[src/rtl/sram_write_strobe_if.sv]
// CPU-side write request and SRAM strobe bundle for sram_write_strobe.
// master = CPU/bus decode side, slave = strobe generator.
interface sram_write_strobe_if;
  logic        we_req_b;
  logic        clear_stats;
  logic        ext_we_b;
  logic        data_oe;
  logic        busy;
  logic [15:0] write_count;
  logic        short_write;

  modport master (
    output we_req_b, clear_stats,
    input  ext_we_b, data_oe, busy, write_count, short_write
  );

  modport slave (
    input  we_req_b, clear_stats,
    output ext_we_b, data_oe, busy, write_count, short_write
  );
endinterface

[src/rtl/sram_write_strobe.sv]
// SRAM write-enable strobe generator: setup / fixed-width pulse / hold around
// each CPU write, one strobe per request, with write statistics.
// Optional macro SRAM_WE_SYNC_EN: two-flop request synchroniser (D=2),
// otherwise a single register stage (D=1).
module sram_write_strobe #(
  parameter int SETUP_CYCLES = 2,
  parameter int PULSE_CYCLES = 3,
  parameter int HOLD_CYCLES  = 1
) (
  input  logic              clk,
  input  logic              reset,
  sram_write_strobe_if.slave bus
);

  localparam int MAXC = (SETUP_CYCLES > PULSE_CYCLES) ?
                        ((SETUP_CYCLES > HOLD_CYCLES) ? SETUP_CYCLES : HOLD_CYCLES) :
                        ((PULSE_CYCLES > HOLD_CYCLES) ? PULSE_CYCLES : HOLD_CYCLES);
  localparam int CW = $clog2(MAXC) + 1;

  localparam logic [CW-1:0] ONE  = CW'(1);
  localparam logic [CW-1:0] S_LD = CW'(SETUP_CYCLES);
  localparam logic [CW-1:0] P_LD = CW'(PULSE_CYCLES);
  localparam logic [CW-1:0] H_LD = CW'(HOLD_CYCLES);

  typedef enum logic [2:0] {IDLE, SETUP, PULSE, HOLD, RELEASE} state_t;

  state_t         state_q, state_d;
  logic [CW-1:0]  cnt_q, cnt_d;
  logic           req_s;
  logic           done, trunc;
  logic           ext_we_q, data_oe_q, short_q;
  logic [15:0]    count_q;

`ifdef SRAM_WE_SYNC_EN
  logic [1:0] sync_q;
  // Two-flop synchroniser; idles high so reset never looks like a request.
  always_ff @(posedge clk) begin
    if (reset) sync_q <= 2'b11;
    else       sync_q <= {sync_q[0], bus.we_req_b};
  end
  assign req_s = sync_q[1];
`else
  logic sync_q;
  // Single capture stage for requests already in the clk domain.
  always_ff @(posedge clk) begin
    if (reset) sync_q <= 1'b1;
    else       sync_q <= bus.we_req_b;
  end
  assign req_s = sync_q;
`endif

  // State and phase counter registers.
  always_ff @(posedge clk) begin
    if (reset) begin
      state_q <= IDLE;
      cnt_q   <= '0;
    end else begin
      state_q <= state_d;
      cnt_q   <= cnt_d;
    end
  end

  // Next state: counter holds the cycles remaining in SETUP/PULSE/HOLD.
  // A PULSE that reaches its last cycle counts as complete even if the
  // request rises on that same edge.
  always_comb begin
    state_d = state_q;
    cnt_d   = cnt_q;
    done    = 1'b0;
    trunc   = 1'b0;
    unique case (state_q)
      IDLE: begin
        if (!req_s) begin
          if (SETUP_CYCLES == 0) begin
            state_d = PULSE;
            cnt_d   = P_LD;
          end else begin
            state_d = SETUP;
            cnt_d   = S_LD;
          end
        end
      end
      SETUP: begin
        if (req_s) begin
          state_d = IDLE;
        end else if (cnt_q == ONE) begin
          state_d = PULSE;
          cnt_d   = P_LD;
        end else begin
          cnt_d = cnt_q - ONE;
        end
      end
      PULSE: begin
        if (cnt_q == ONE) begin
          state_d = HOLD;
          cnt_d   = H_LD;
          done    = 1'b1;
        end else if (req_s) begin
          state_d = HOLD;
          cnt_d   = H_LD;
          trunc   = 1'b1;
        end else begin
          cnt_d = cnt_q - ONE;
        end
      end
      HOLD: begin
        if (cnt_q == '0) state_d = RELEASE;
        else             cnt_d   = cnt_q - ONE;
      end
      RELEASE: begin
        if (req_s) state_d = IDLE;
      end
      default: state_d = IDLE;
    endcase
  end

  // WE follows PULSE one cycle late so the first HOLD cycle still has data
  // driven while WE is low; data_oe tracks SETUP/PULSE/HOLD entry directly.
  always_ff @(posedge clk) begin
    if (reset) begin
      ext_we_q  <= 1'b1;
      data_oe_q <= 1'b0;
    end else begin
      ext_we_q  <= (state_q != PULSE);
      data_oe_q <= (state_d inside {SETUP, PULSE, HOLD});
    end
  end

  // Write statistics; clear wins over a same-cycle increment or set.
  always_ff @(posedge clk) begin
    if (reset || bus.clear_stats) begin
      count_q <= '0;
      short_q <= 1'b0;
    end else begin
      if (done)  count_q <= count_q + 16'd1;
      if (trunc) short_q <= 1'b1;
    end
  end

  assign bus.ext_we_b    = ext_we_q;
  assign bus.data_oe     = data_oe_q;
  assign bus.busy        = (state_q != IDLE);
  assign bus.write_count = count_q;
  assign bus.short_write = short_q;

endmodule
[src/flat_wrapper.sv]
// flat-port wrapper written by rule: the top's interface ports become plain ports
module sram_write_strobe_flat 
#(
  parameter int SETUP_CYCLES = 2,
  parameter int PULSE_CYCLES = 3,
  parameter int HOLD_CYCLES  = 1
)
  (clk, reset, bus_we_req_b, bus_clear_stats, bus_ext_we_b, bus_data_oe, bus_busy, bus_write_count, bus_short_write);
  sram_write_strobe_if bus_i ();
  input  logic clk;
  input  logic reset;
  input wire logic [$bits(bus_i.we_req_b)-1:0] bus_we_req_b;
  input wire logic [$bits(bus_i.clear_stats)-1:0] bus_clear_stats;
  output wire logic [$bits(bus_i.ext_we_b)-1:0] bus_ext_we_b;
  output wire logic [$bits(bus_i.data_oe)-1:0] bus_data_oe;
  output wire logic [$bits(bus_i.busy)-1:0] bus_busy;
  output wire logic [$bits(bus_i.write_count)-1:0] bus_write_count;
  output wire logic [$bits(bus_i.short_write)-1:0] bus_short_write;
  assign bus_i.we_req_b = bus_we_req_b;
  assign bus_i.clear_stats = bus_clear_stats;
  assign bus_ext_we_b = bus_i.ext_we_b;
  assign bus_data_oe = bus_i.data_oe;
  assign bus_busy = bus_i.busy;
  assign bus_write_count = bus_i.write_count;
  assign bus_short_write = bus_i.short_write;
  sram_write_strobe #(.SETUP_CYCLES(SETUP_CYCLES), .PULSE_CYCLES(PULSE_CYCLES), .HOLD_CYCLES(HOLD_CYCLES)) u_core (.clk(clk), .reset(reset), .bus(bus_i));
endmodule
[config.mk]
export PLATFORM = sky130hd
export DESIGN_NAME = sram_write_strobe_flat
export DESIGN_NICKNAME = d
export VERILOG_FILES = /design/src/rtl/sram_write_strobe_if.sv /design/src/rtl/sram_write_strobe.sv /design/src/flat_wrapper.sv
export SDC_FILE = /design/constraint.sdc
export NUM_CORES = 1
export LEC_CHECK = 0
export BUFFER_PORTS_ARGS = -buffer_cell sky130_fd_sc_hd__buf_4
export CAP_MARGIN = 20
export CORE_MARGIN = 1
export CORE_UTILIZATION = 49
export DETAILED_ROUTE_END_ITERATION = 16
export PLACE_DENSITY = 0.86
export SLEW_MARGIN = 20
export SYNTH_ARGS = -nofsm -noshare
export SYNTH_HDL_FRONTEND = slang
export SYNTH_SLANG_ARGS = --single-unit
[constraint.sdc]
create_clock -name clk -period 1.6 [get_ports clk]
set_clock_uncertainty 0.1 [all_clocks]
set_input_delay 0.32 -clock clk [delete_from_list [all_inputs] [get_ports clk]]
set_output_delay 0.32 -clock clk [all_outputs]
set_load 0.01 [all_outputs]
==> flow_summary.toml <==
[yosys]
yosys-top-cells-area = "dfxtp_1, xor2_1, nor2_1"
synth_edf_count = 0
synth.yosys.seq_area_share_pct = 38.5
ys_warn_count = 0
synth-seq-cells = 26
synth_top_area_cell = "dfxtp_1"
yosysTopAreaCellShare_pct = 38.5
yosys_most_used_dff = "dfxtp_1"
synthesis.area_um2 = 1350
synth_area_per_cell_um2 = 9.07
syn-num-nets = 157
postSynthCellCount = 149
async_flop_share_pct = 0
synth.distinct_cells = 42

[cts]
clock_latency_ps = 340
clkSinkCount = 26
ctsHoldBuffers = 0
htreeDepth = 1
clk_path_buf_depth = 2
cts_tree = "done"
cts_made_buffers = 3
cts_root_buf = "clkbuf_4"
clkTransAtPathRegs_ps = 150

[sta]
tightest_slew_ps = 362
period_share_pct = 118
slew_viol_final = 0
timing.slew.headroom_pct = 75.6
finalHoldViolations = 0
rsz0062_at_grt = "yes"
max_freq_ghz = 0.530
setup_ws_ps = -286
setup_viol = 14
period_minus_slack_ps = 1890

[die]
io-pin-count = 24
die_y_um = 54.5
start_util_pct = 53.1
core-area_um2 = 2540
row_count = 18
die_x_um = 54.5
dieArea_um2 = 2970

[power_and_ir_drop]
p_per_area_nw_per_um2 = 621
ir_worst_vdd_v = 0.000773
power.leakage_nw = 0.842

[run_status]
violations = "negative setup slack"
outcome = "finished with violations"

[route]
viasPerCell = 6.15
routed_wl_um = 4460
vias = 1482
drt-initial-drc-count = 60
dr.pass1.iters = 4
drtAntennaViolNets = 0
drc = 0
wl_per_cell_um = 18.5

[grt]
grt_pass1_vias = 1290
grt_max_degree = 18
overflow = 0
grtUsageTotal_pct = 27.0
antenna_found_initial = 0
grt_pass1_wl_um = 5730

[final_layout]
nets = 220
multiInputGateArea_um2 = 855
layout-drive-gt1-share_pct = 49.3
ff_latch_area_um2 = 533
synthToLayoutAreaGrowth_pct = 49.8
postLayoutCoreUtil_pct = 79.5
n_antenna_cell = 0
final_common_cell = "buf_4"
most-common-layout-cells = "buf_4, dfxtp_1, nor2_1"
design_area_um2 = 2020
nFillCells = 163

[placed_design]
numPortBuffers = 23
place.gp.congestion = 0.921
dpl_cell_area_um2 = 1780
dp_hpwl_um = 2700

[worst_setup_path]
crit_buf_inv = 3
worst_ep_required_time_ps = 1730
worstSetupStartpointType = "register"
path_common_cell = "buf_4"
path_class = "reg2reg"
max_stage_delay_ps = 380
slowest_stage = "dfxtp_2"
path_delay_family = "compound AO/OA/AOI/OAI gates"
crit_arrival_ps = 2010
crit_path_cell_trace = "inv_2 -> buf_4 -> ha_4 -> a311oi_2 -> buf_4 -> o2111ai_1 -> a31oi_1"
cp_max_fo = 5
cp-end-kind = "register"

[job]
maxCapViolCount = 0

[hold_path]
hold_path.class = "in2reg"
## where the power goes
part           switching, mW  internal [mW]  total [mW]  leakage [nW]
clock network          0.212          0.254       0.465        0.0279
logic                 0.0640         0.0655       0.130         0.600
registers            0.00888          0.653       0.662         0.214
total                  0.284          0.972        1.26         0.842
## cell families (layout without fill, tap and decap cells)
logic type      count (synthesis)  count (layout)  synth area share, %
compound gates                 32              32                 16.2
xor+xnor                        7               7                 4.54
fa+ha+maj                       4               4                 3.70
buf+inv                        12              74                 5.65
flops                          26              26                 38.5
mux                             1               1                0.833
simple gates                   67              67                 30.6
## timing repair
action / 4_1_cts / 5_1_grt
gates cloned: 0 / 1
resized for setup: 11 / 22
endpoints found under the setup margin: 13 / 18
pin swaps: 10 / 10
setup buffers: 2 / 6
## worst paths after layout
| path | startpoint | end | slack, ps | depth (start not counted) |
|---|---|---|---|---|
| setup reg to reg | u_core.cnt_q[1] | u_core.cnt_q[2] | -290 | 7 |
| setup / recovery | u_core.cnt_q[1] | u_core.cnt_q[2] | -290 | 7 |
| hold reg to reg | u_core.bus.write_count[15] | u_core.bus.write_count[15] | 420 | 2 |
| hold / removal | bus_we_req_b | u_core.req_s | 50 | 2 |
## cell usage after synthesis (3+ instances only)
library cell	count
dfxtp_1	26
nor2_1	16
a21oi_1	10
nand2_1	9
xor2_1	7
nor2b_1	6
o21ai_0	6
inv_1	5
nand3_1	5
buf_6	4
ha_1	4
nand4_1	4
o31ai_1	4
or3_1	4
or4_1	4
a31oi_1	3
## registers in the layout, summed over array words and instances (netlist names)
register,count
u_core.bus.short_write,1
u_core.state_q,3
u_core.bus.data_oe,1
u_core.bus.ext_we_b,1
u_core.bus.write_count,16
u_core.req_s,1
u_core.cnt_q,3
## area by class of cell
type	count	share of cell area (%)
timing repair buffer	65	26.1
sequential	26	26.3
clock inverter	1	1.48
multi-input combinational	111	42.2
inverter	5	0.927
clock buffer	3	1.11
tap	30	1.85
## per-layer routing
layer,vias up,GRT usage (%),routed length (um)
met5,-,0,0
met4,0,10.7,140
met3,24,3.61,275
met2,87,47.0,2250
met1,702,33.2,1790
li1,669,-,-
## metrics by stage
| stage | hold slack [ps] | setup slack (ps) | power [mW] | std cells | TNS (ps) |
|---|---|---|---|---|---|
| floorplan | 324 | -77.1 | 0.741 | 149 | -223 |
| global placement | 356 | -72.2 | 0.779 | 228 | -279 |
| detailed placement | 396 | -152 | 0.782 | 228 | -889 |
| CTS | 51.2 | -153 | 1.25 | 234 | -660 |
| global route | 39.8 | -288 | 1.29 | 241 | -2940 |
| finish | 51.2 | -286 | 1.26 | 241 | -2120 |
(Power assumes the default switching activity.)
